===== src/rtl/clint_arb.sv =====
// Two-requester round-robin arbiter in front of a CLINT-style register window.
// One transaction in flight: accept in IDLE, access downstream in ISSUE, strobe response in RESP.
module clint_arb #(
  parameter int                DATA_W = 64,
  parameter int                ADDR_W = 64,
  parameter logic [ADDR_W-1:0] BASE   = 64'h0200_0000,
  parameter logic [ADDR_W-1:0] SPAN   = 64'h0001_0000,
  parameter int                TMO    = 16
) (
  input  logic              clk,
  input  logic              rst,
  input  logic              m0_valid_i,
  input  logic              m0_write_i,
  input  logic [ADDR_W-1:0] m0_addr_i,
  input  logic [1:0]        m0_size_i,
  input  logic [DATA_W-1:0] m0_wdata_i,
  output logic              m0_ready_o,
  output logic              m0_rsp_valid_o,
  output logic [DATA_W-1:0] m0_rsp_rdata_o,
  output logic              m0_rsp_err_o,
  input  logic              m1_valid_i,
  input  logic              m1_write_i,
  input  logic [ADDR_W-1:0] m1_addr_i,
  input  logic [1:0]        m1_size_i,
  input  logic [DATA_W-1:0] m1_wdata_i,
  output logic              m1_ready_o,
  output logic              m1_rsp_valid_o,
  output logic [DATA_W-1:0] m1_rsp_rdata_o,
  output logic              m1_rsp_err_o,
  output logic              dn_valid_o,
  output logic [1:0]        dn_req_o,
  output logic [ADDR_W-1:0] dn_addr_o,
  output logic [1:0]        dn_size_o,
  output logic [DATA_W-1:0] dn_wdata_o,
  input  logic              dn_ready_i,
  input  logic [DATA_W-1:0] dn_rdata_i,
  input  logic [1:0]        dn_resp_i,
  output logic              busy_o
);

  localparam logic [1:0]    REQ_READ  = 2'b01;
  localparam logic [1:0]    REQ_WRITE = 2'b10;
  // One extra bit so BASE+SPAN at the top of the address space does not wrap.
  localparam logic [ADDR_W:0] WIN_LO   = {1'b0, BASE};
  localparam logic [ADDR_W:0] WIN_HI   = {1'b0, BASE} + {1'b0, SPAN};
  localparam logic [15:0]     TMO_LAST = 16'(TMO - 1);

  typedef enum logic [1:0] {IDLE, ISSUE, RESP} state_e;

  state_e                   state_q;
  logic                     gnt_q;
  logic                     prio_q;
  logic [1:0]               req_q;
  logic [ADDR_W-1:0]        addr_q;
  logic [1:0]               size_q;
  logic [DATA_W-1:0]        wdata_q;
  logic [15:0]              cnt_q;
  logic [1:0][DATA_W-1:0]   rdata_q;
  logic [1:0]               err_q;

  logic              any_vld, sel, accept, in_win;
  logic              sel_write;
  logic [ADDR_W-1:0] sel_addr;
  logic [1:0]        sel_size;
  logic [DATA_W-1:0] sel_wdata;

  // On a tie prio_q names the winner; a lone requester always wins.
  assign any_vld   = m0_valid_i | m1_valid_i;
  assign sel       = (m0_valid_i & m1_valid_i) ? prio_q : m1_valid_i;
  assign sel_write = sel ? m1_write_i : m0_write_i;
  assign sel_addr  = sel ? m1_addr_i  : m0_addr_i;
  assign sel_size  = sel ? m1_size_i  : m0_size_i;
  assign sel_wdata = sel ? m1_wdata_i : m0_wdata_i;
  assign in_win    = ({1'b0, sel_addr} >= WIN_LO) && ({1'b0, sel_addr} < WIN_HI);
  assign accept    = (state_q == IDLE) & any_vld & ~rst;

  always_ff @(posedge clk or posedge rst) begin
    if (rst) begin
      state_q <= IDLE;
      gnt_q   <= 1'b0;
      prio_q  <= 1'b0;
      req_q   <= 2'b00;
      addr_q  <= '0;
      size_q  <= 2'b00;
      wdata_q <= '0;
      cnt_q   <= '0;
      rdata_q <= '0;
      err_q   <= 2'b00;
    end else begin
      case (state_q)
        IDLE: if (any_vld) begin
          gnt_q   <= sel;
          prio_q  <= ~sel;
          req_q   <= sel_write ? REQ_WRITE : REQ_READ;
          addr_q  <= sel_addr;
          size_q  <= sel_size;
          wdata_q <= sel_wdata;
          cnt_q   <= '0;
          if (in_win) begin
            state_q <= ISSUE;
          end else begin
            rdata_q[sel] <= '0;
            err_q[sel]   <= 1'b1;
            state_q      <= RESP;
          end
        end
        ISSUE: begin
          if (dn_ready_i) begin
            rdata_q[gnt_q] <= (req_q == REQ_WRITE) ? '0 : dn_rdata_i;
            err_q[gnt_q]   <= |dn_resp_i;
            state_q        <= RESP;
          end else if (cnt_q == TMO_LAST) begin
            rdata_q[gnt_q] <= '0;
            err_q[gnt_q]   <= 1'b1;
            state_q        <= RESP;
          end else begin
            cnt_q <= cnt_q + 16'd1;
          end
        end
        RESP:    state_q <= IDLE;
        default: state_q <= IDLE;
      endcase
    end
  end

  assign m0_ready_o     = accept & ~sel;
  assign m1_ready_o     = accept &  sel;
  assign m0_rsp_valid_o = (state_q == RESP) & ~gnt_q;
  assign m1_rsp_valid_o = (state_q == RESP) &  gnt_q;
  assign m0_rsp_rdata_o = rdata_q[0];
  assign m1_rsp_rdata_o = rdata_q[1];
  assign m0_rsp_err_o   = err_q[0];
  assign m1_rsp_err_o   = err_q[1];
  assign dn_valid_o     = (state_q == ISSUE);
  assign dn_req_o       = req_q;
  assign dn_addr_o      = addr_q;
  assign dn_size_o      = size_q;
  assign dn_wdata_o     = wdata_q;
  assign busy_o         = (state_q != IDLE);

endmodule


===== config.mk =====
export PLATFORM = sky130hd
export DESIGN_NAME = clint_arb
export DESIGN_NICKNAME = d
export VERILOG_FILES = /design/src/rtl/clint_arb.sv
export SDC_FILE = /design/constraint.sdc
export NUM_CORES = 1
export LEC_CHECK = 0
export BUFFER_PORTS_ARGS = -buffer_cell sky130_fd_sc_hd__clkbuf_2
export CELL_PAD_IN_SITES_DETAIL_PLACEMENT = 0
export CELL_PAD_IN_SITES_GLOBAL_PLACEMENT = 1
export CORE_AREA = 2 2 231 233
export CTS_BUF_LIST = sky130_fd_sc_hd__clkbuf_8
export CTS_CLUSTER_DIAMETER = 30
export DETAILED_ROUTE_END_ITERATION = 12
export DIE_AREA = 0 0 233 235
export PLACE_DENSITY = 0.67
export RECOVER_POWER = 50
export SLEW_MARGIN = 20
export SYNTH_ARGS = -nofsm -noshare
export SYNTH_HDL_FRONTEND = slang
export SYNTH_SLANG_ARGS = --single-unit

===== constraint.sdc =====
create_clock -name clk -period 9.92 [get_ports clk]
set_clock_uncertainty 0.1 [all_clocks]
set_input_delay 0.496 -clock clk [delete_from_list [all_inputs] [get_ports clk]]
set_output_delay 0.496 -clock clk [all_outputs]
set_load 0.005 [all_outputs]

==> reports/qor.yml, run 1 <==
outcome:
  status: "finished, violations left"
  violations: "max-capacitance violations, max-slew violations"
floorplanning:
  io_pins: 601
  core_area_sq_um: 52240
  chipHeight_um: 235
  fp.dieArea_sq_um: 54760
  start_util_pct: 22.86
  fp.dieW_um: 233
  fp-row-count: 84
worst_hold_path:
  holdCritPathClass: "input port to flip-flop"
worst_setup_path:
  end_kind: "flip-flop"
  critPathMaxFanout: 74
  cp_data_required_time_ns: 10.31
  critPathKind: "flip-flop to flip-flop"
  start_kind: "flip-flop"
  arrival_ns: 5.55
sta:
  setup_slack_ns: 4.762
  maxSlewHeadroom_pct: -175.9
  fin_setup_tns_ns: 0
  worstMarginPinSlew_ns: 4.116
  period_minus_slack_ns: 5.158
  final_hold_viol_count: 0
  finalSetupViolations: 0
  drv_slew: 161
  post-route-period-util_pct: 52.00
  rsz0062_at_grt: "false"
  fmax_ghz: 0.1939
placed_design:
  dp_hpwl_mm: 32.94
  gp_congestion: 0.8339
  placed_cell_area_sq_um: 15540
  dpl_worst_slack_ns: 6.572
  portBuffers: 600
  place_inst: 2328
route:
  dr.pass1.iters: 5
  via_per_inst: 4.693
  drc_errors: 0
  wl_mm: 47.33
  vias: 12480
  wl_per_cell_um: 17.80
  ant_nets: 0
  drt_iter0_drc: 707
yosys:
  yosys_register_bits: 282
  synth_edf_count: 0
  seq_area_frac_synth_pct: 59.09
  synthArstFlopShare_pct: 100.0
  synth_fp_nets: 1463
  ys.flop_type: "dfrtp_1"
  yosys_warnings: 0
  avgSynthCellArea_sq_um: 10.58
  netlist_area_sq_um: 11940
  syn_inst: 1129
  synthDistinctLibCells: 46
grt:
  grt_pass1_vias: 12770
  antenna_found_initial: 2
  grt_usage_pct: 16.63
  grt_start_max_net_pins: 89
  grt_overflow_total: 0
  grt_pass1_wl_mm: 71.61
pwr:
  clkPwrFrac_pct: 38.0
  power_frac_seq_pct: 32.9
  irDropWorstVdd_v: 0.0001054
  p_leak_nw: 8.745
  switchingPower_mw: 1.651
  switching_share_pct: 33.90
  power-per-cell-area_nw_per_um2: 255.4
  pwr-share-comb_pct: 29.2
  power.internal_mw: 3.219
clock_network:
  path_clk_slew_ns: 0.06
  tritoncts.num_buffers: 77
  root_buffer: "clkbuf_8"
  worstSkewPairLatency_ns: 0.62
  htree_levels: 3
  cts_resized: 0
  cts_buffer_depth: 3
  cts_sinks: 282
  cts_tree: "done"
flow_run:
  drv_cap: 2
finish:
  fin_area_sq_um: 19070
  drive_above_1_share_pct: 28.53
  final_cells: 2659
  fill_cells: 5381
  nNetsFinal: 2245
  fin_util_pct: 36.51
  syn2layout_area_growth_pct: 59.69
placed cells by master, fill, tap and decap left out, types with 6 or more instances in the layout:
cell	instances
xnor2_1	6
a22oi_1	67
clkinv_2	19
a31oi_1	65
clkinvlp_4	8
clkbuf_2	396
dfrtp_1	282
nor3_1	15
bufinv_16	17
inv_1	11
nor2_1	79
dlygate4sd3_1	192
nand2_1	216
buf_4	14
clkbuf_8	81
a32o_1	128
nor4_1	26
xor2_1	6
clkbuf_1	201
nand4_1	6
o21ai_0	70
nand3_1	7
timing repair:
action,CTS,global route
hold buffers,192,0
endpoints found under the hold margin,269,0
buffers inserted,0,0
flip-flops by register name (all words and copies together), names as in the netlist:
register        count
dn_addr_o          64
dn_wdata_o         64
m0_rsp_rdata_o     64
m1_rsp_rdata_o     64
cnt_q              16
dn_req_o            2
dn_size_o           2
err_q               2
state_q             2
gnt_q               1
prio_q              1
through the flow:
step,total power [mW],hold slack (ns)
floorplan,2.238,0.3733
global placement,2.846,0.3610
detailed placement,2.863,0.3693
CTS,4.984,0.0009112
global route,5.183,0.01843
finish,4.870,0.07921
path summary, 6_finish.rpt:
check,cells after the start,from,endpoint,slack (ns)
max,8,state_q[0]$_DFFE_PP0P_,m0_rsp_rdata_o[39]$_DFFE_PP0P_,4.76
max reg2reg,8,state_q[0]$_DFFE_PP0P_,m0_rsp_rdata_o[39]$_DFFE_PP0P_,4.76
min in group asynchronous,3,rst,dn_wdata_o[52]$_DFFE_PP0P_,1.58
max in group asynchronous,5,rst,m0_rsp_rdata_o[61]$_DFFE_PP0P_,5.17
min,3,m0_wdata_i[4],dn_wdata_o[4]$_DFFE_PP0P_,0.08
min reg2reg,2,dn_wdata_o[22]$_DFFE_PP0P_,dn_wdata_o[22]$_DFFE_PP0P_,0.37
power groups by stage:
stage	Clock, mW	Combinational, mW	Sequential [mW]
floorplan	0	0.636	1.60
global placement	0	1.24	1.60
detailed placement	0	1.25	1.61
CTS	1.90	1.48	1.60
global route	1.97	1.58	1.63
finish	1.85	1.42	1.60
routing by layer:
layer / vias to the layer above / wire (um) / track usage, %
li1: 5785 / - / -
met1: 6022 / 19470 / 19.94
met2: 583 / 22280 / 27.25
met3: 88 / 4082 / 5.000
met4: 2 / 1481 / 7.682
met5: - / 13 / 0
final cells by class:
type | count | area (sq um) | area share [%]
sequential | 282 | 7057 | 37.01
timing repair buffer | 807 | 4778 | 25.06
multi-input combinational | 735 | 4466 | 23.42
clock buffer | 81 | 1115 | 5.846
tap | 688 | 860.8 | 4.514
clock inverter | 57 | 759.5 | 3.983
inverter | 8 | 31.28 | 0.1640
antenna | 1 | 2.502 | 0.01312
Yosys cell counts (all sizes together) (2+ instances only):
cell type / count / area share, %
dfrtp: 282 / 59
nand2: 216 / 6.8
a32o: 128 / 11
nor2: 83 / 2.8
clkbuf: 81 / 2.5
o21ai: 75 / 3.2
a22oi: 67 / 4.2
a31oi: 65 / 3.4
nor4: 27 / 1.5
buf: 23 / 1.3
nor3: 15 / 0.63
inv: 8 / 0.25
nand3: 7 / 0.29
nand4: 6 / 0.31
xnor2: 6 / 0.44
xor2: 6 / 0.44
a21oi: 5 / 0.21
and3: 4 / 0.21
or2: 3 / 0.16
a211oi: 2 / 0.13
o211ai: 2 / 0.21
o21a: 2 / 0.13
o22ai: 2 / 0.10
or3: 2 / 0.10
worst max-delay path, stage by stage, from the launching register on:
cell and delay, ns:
dfrtp_1 0.45, nor2_2 0.14, o21ai_4 0.07, clkbuf_1 2.43
nor4_1 0.27, o22ai_1 0.70, o211ai_4 0.10, buf_4 0.33
a32o_1 0.35
kinds of logic after synthesis:
| kind of cell | Yosys count | share of synthesized area (%) |
|---|---|---|
| XOR/XNOR | 12 | 0.8801 |
| buffers and inverters | 112 | 4.107 |
| AO/OA/AOI/OAI | 351 | 22.54 |
| flip-flops | 282 | 59.09 |
| multiplexers | 2 | 0.1781 |
| adder cells (fa/ha/maj) | 1 | 0.1048 |
| AND/OR/NAND/NOR | 369 | 13.10 |
No activity file was read; power rests on OpenSTA's default activity.
==> inputs of run 2 (changes only) <==
ABC_AREA = 1   (was default)
PLACE_DENSITY = 0.77   (was 0.67)
clock period = 5.2 ns   (was 9.92 ns; I/O delays follow)
==> run 2 against run 1 <==
The run still ends with max-capacitance violations, max-slew violations left; synthesized cell count grew 65%; routed wire length increased by 36%; die area did not move; sequential power increased by 93%; register-to-register slack worse by 3.5 ns; cell count increased by 33%; total power up 120%; sequential cell count unchanged; global-route usage grew 6.3 points; critical path depth is 7 higher; non-clock buffer count rose by 139; combinational power rose to 2.7 times the previous value; largest power group unchanged.
==> reports/qor.yml, run 2 <==
outcome:
  status: "finished, violations left"
  violations: "max-capacitance violations, max-slew violations"
yosys:
  synth_fp_nets: 2201
  yosysTopAreaCell: "dfrtp_1"
  netlist.area_leader.share_pct: 49.37
  synthArstFlopShare_pct: 100.0
  synth_common_cells: "nand2_1 (770), dfrtp_1 (282), o21ai_0 (190)"
  syn_inst: 1867
  post-synth-top-count-cell: "nand2_1"
  avgSynthCellArea_sq_um: 7.655
  yosys_register_bits: 282
  seq_area_frac_synth_pct: 49.37
  ys.flop_type: "dfrtp_1"
  yosys_warnings: 0
  synthDistinctLibCells: 31
  synth_edf_count: 0
  netlist_area_sq_um: 14290
  ys_top_cells_by_area: "dfrtp_1 (49%), nand2_1 (20%), o21ai_0 (6.7%)"
worst_hold_path:
  whs_endpoint: "m1_rsp_rdata_o[55]$_DFFE_PP0P_"
  hold_start: "dn_rdata_i[55]"
  holdCritPathClass: "input port to flip-flop"
  hold_depth: 5
clock_network:
  cts_buffer_depth: 3
  root_buffer: "clkbuf_8"
  cts_resized: 0
  cts_tree: "done"
  holdBufCountCts: 326
  cts_sinks: 282
  worstSkewPairLatency_ns: 0.66
  path_clk_slew_ns: 0.05
  htree_levels: 3
  tritoncts.num_buffers: 87
  post_cts_buffers: 0
sta:
  drv_slew: 28
  post-route-period-util_pct: 76.63
  maxSlewHeadroom_pct: -17.53
  rsz0062_at_grt: "false"
  period_minus_slack_ns: 3.985
  final_hold_viol_count: 0
  fin_setup_tns_ns: 0
  fmax_ghz: 0.2509
  finalSetupViolations: 0
  worstMarginPinSlew_ns: 1.763
  setup_slack_ns: 1.215
worst_setup_path:
  r2r-end: "m1_rsp_rdata_o[59]$_DFFE_PP0P_"
  path_cells: "inv_1, nand2_1, nand2_2, buf_4, nand2_1, nand2_1, nor2_1, nand2_1, nor2_1, nand2_1, nor2_1, nand2_4, nand3_4, nand2_1, nand2_1"
  critPathKind: "flip-flop to flip-flop"
  critPathBufInv: 2
  cp_data_required_time_ns: 5.63
  critical-path-slowest-cell: "nand3_4"
  worst-path-stages: 15
  path_delay_family: "simple AND/OR/NAND/NOR gates"
  ff2ff_setup_slack_ns: 1.22
  critPathMaxFanout: 65
  end_kind: "flip-flop"
  start_kind: "flip-flop"
  rr_worst_depth: 15
  r2r-start: "prio_q$_DFFE_PP0P_"
  arrival_ns: 4.41
  critPathMaxStageDelay_ns: 0.80
  path_common_cell: "nand2_1"
route:
  via_per_inst: 4.914
  drt_iter0_drc: 1166
  dr.pass1.iters: 5
  wl_mm: 64.23
  wl_per_cell_um: 18.21
  ant_nets: 0
  vias: 17330
  drc_errors: 0
floorplanning:
  fp.dieArea_sq_um: 54760
  fp.dieW_um: 233
  chipHeight_um: 235
  fp-row-count: 84
  core_area_sq_um: 52240
  start_util_pct: 27.36
  io_pins: 601
pwr:
  power-per-cell-area_nw_per_um2: 471.5
  irDropWorstVdd_v: 0.0003249
  p_leak_nw: 11.45
finish:
  nNetsFinal: 3092
  syn2layout_area_growth_pct: 60.83
  seqCellArea_sq_um: 7057
  mostFrequentLayoutCell: "nand2_1"
  final_cell_mix: "nand2_1 (768), clkbuf_2 (418), dlygate4sd3_1 (326), dfrtp_1 (282), o21ai_0 (190)"
  fill_cells: 5202
  final_cells: 3527
  drive_above_1_share_pct: 21.55
  fin_util_pct: 44.01
  multi_input_area_sq_um: 6520
placed_design:
  dpl_worst_slack_ns: 1.092
  place_inst: 3030
  gp_congestion: 0.9728
  portBuffers: 600
  dp_hpwl_mm: 41.81
grt:
  grt_overflow_total: 0
  grt_busiest_layer: "met2"
  grt_usage_pct: 22.95
  grt_pass1_vias: 17500
  antenna_found_initial: 13
  grt_pass1_wl_mm: 98.75
  use_met1_pct: 27.90
  grt_start_max_net_pins: 127
  gr-usage-met2_pct: 36.77
  use_met3_pct: 5.947
flow_run:
  drv_cap: 1
## run 2: cell types whose count changed after synthesis, sizes merged, moves of 7 or more
cell    before  now
o21ai       75  194
nand3b       0    8
nand2      216  771
a31oi       65   34
o31ai        1    9
inv          8   42
clkbuf      81   88
buf         23   56
a32o       128    0
nor4        27    3
nand4        6  133
nand3        7   49
nor2        83  101
## run 2: worst max-delay path by stage
| stage | from | to | slack [ns] |
|---|---|---|---|
| floorplan | rst | cnt_q[0]$_DFFE_PP0P_ | 1.10 |
| global placement | m1_valid_i | m1_rsp_rdata_o[33]$_DFFE_PP0P_ | 1.19 |
| detailed placement | m1_valid_i | m1_rsp_rdata_o[59]$_DFFE_PP0P_ | 1.09 |
| CTS | prio_q$_DFFE_PP0P_ | m1_rsp_rdata_o[59]$_DFFE_PP0P_ | 1.16 |
| global route | prio_q$_DFFE_PP0P_ | m1_rsp_rdata_o[54]$_DFFE_PP0P_ | 0.78 |
| finish | prio_q$_DFFE_PP0P_ | m1_rsp_rdata_o[59]$_DFFE_PP0P_ | 1.22 |
## run 2: area by class of cell
cell class	instances	share of cell area, %
flip-flops and latches	282	30.70
multi-input cells	1399	28.36
repair buffers	946	27.10
clock buffers	110	6.586
well taps	688	3.745
clock inverters	52	2.716
inverters	42	0.7022
diodes	8	0.08709
## run 2: worst reg2reg max path, cell delays in order, from the launching register on
cell,delay (ns)
dfrtp_1,0.35
inv_1,0.12
nand2_1,0.10
nand2_2,0.52
buf_4,0.53
nand2_1,0.14
nand2_1,0.11
nor2_1,0.05
nand2_1,0.08
nor2_1,0.04
nand2_1,0.07
nor2_1,0.06
nand2_4,0.36
nand3_4,0.82
nand2_1,0.35
nand2_1,0.08
## run 2: cell families (layout without fill, tap and decap cells)
kind of cell,after synthesis,in the layout,share of synthesized area [%]
simple gates,1076,1076,31.49
compound gates,312,312,12.64
flops,282,282,49.37
buf+inv,186,1150,5.795
xor+xnor,10,10,0.6128
fa+ha+maj,1,1,0.08753
other cells,0,8,0
## run 2: per-stage QoR
stage          power, mW  hold slack (ns)  cell area [sq um]
6_report           10.84          0.01837              22990
5_1_grt            11.44          0.06017              22970
4_1_cts            10.96         0.009870              23170
3_5_place_dp       6.090           0.2488              17770
3_3_place_gp       6.040           0.2496              17770
2_1_floorplan      4.694           0.2769              14300
## run 2: power breakdown
part           internal [mW]  switching, mW
Combinational           1.62           2.20
Clock                   2.61           1.32
Sequential              2.74          0.352
Total                   6.96           3.88
## run 2: metal layers
metal | vias to the layer above | part of all wire [%]
li1 | 8094 | -
met1 | 8258 | 40
met2 | 791 | 47
met3 | 184 | 7.5
met4 | 6 | 5.3
met5 | - | 0.065
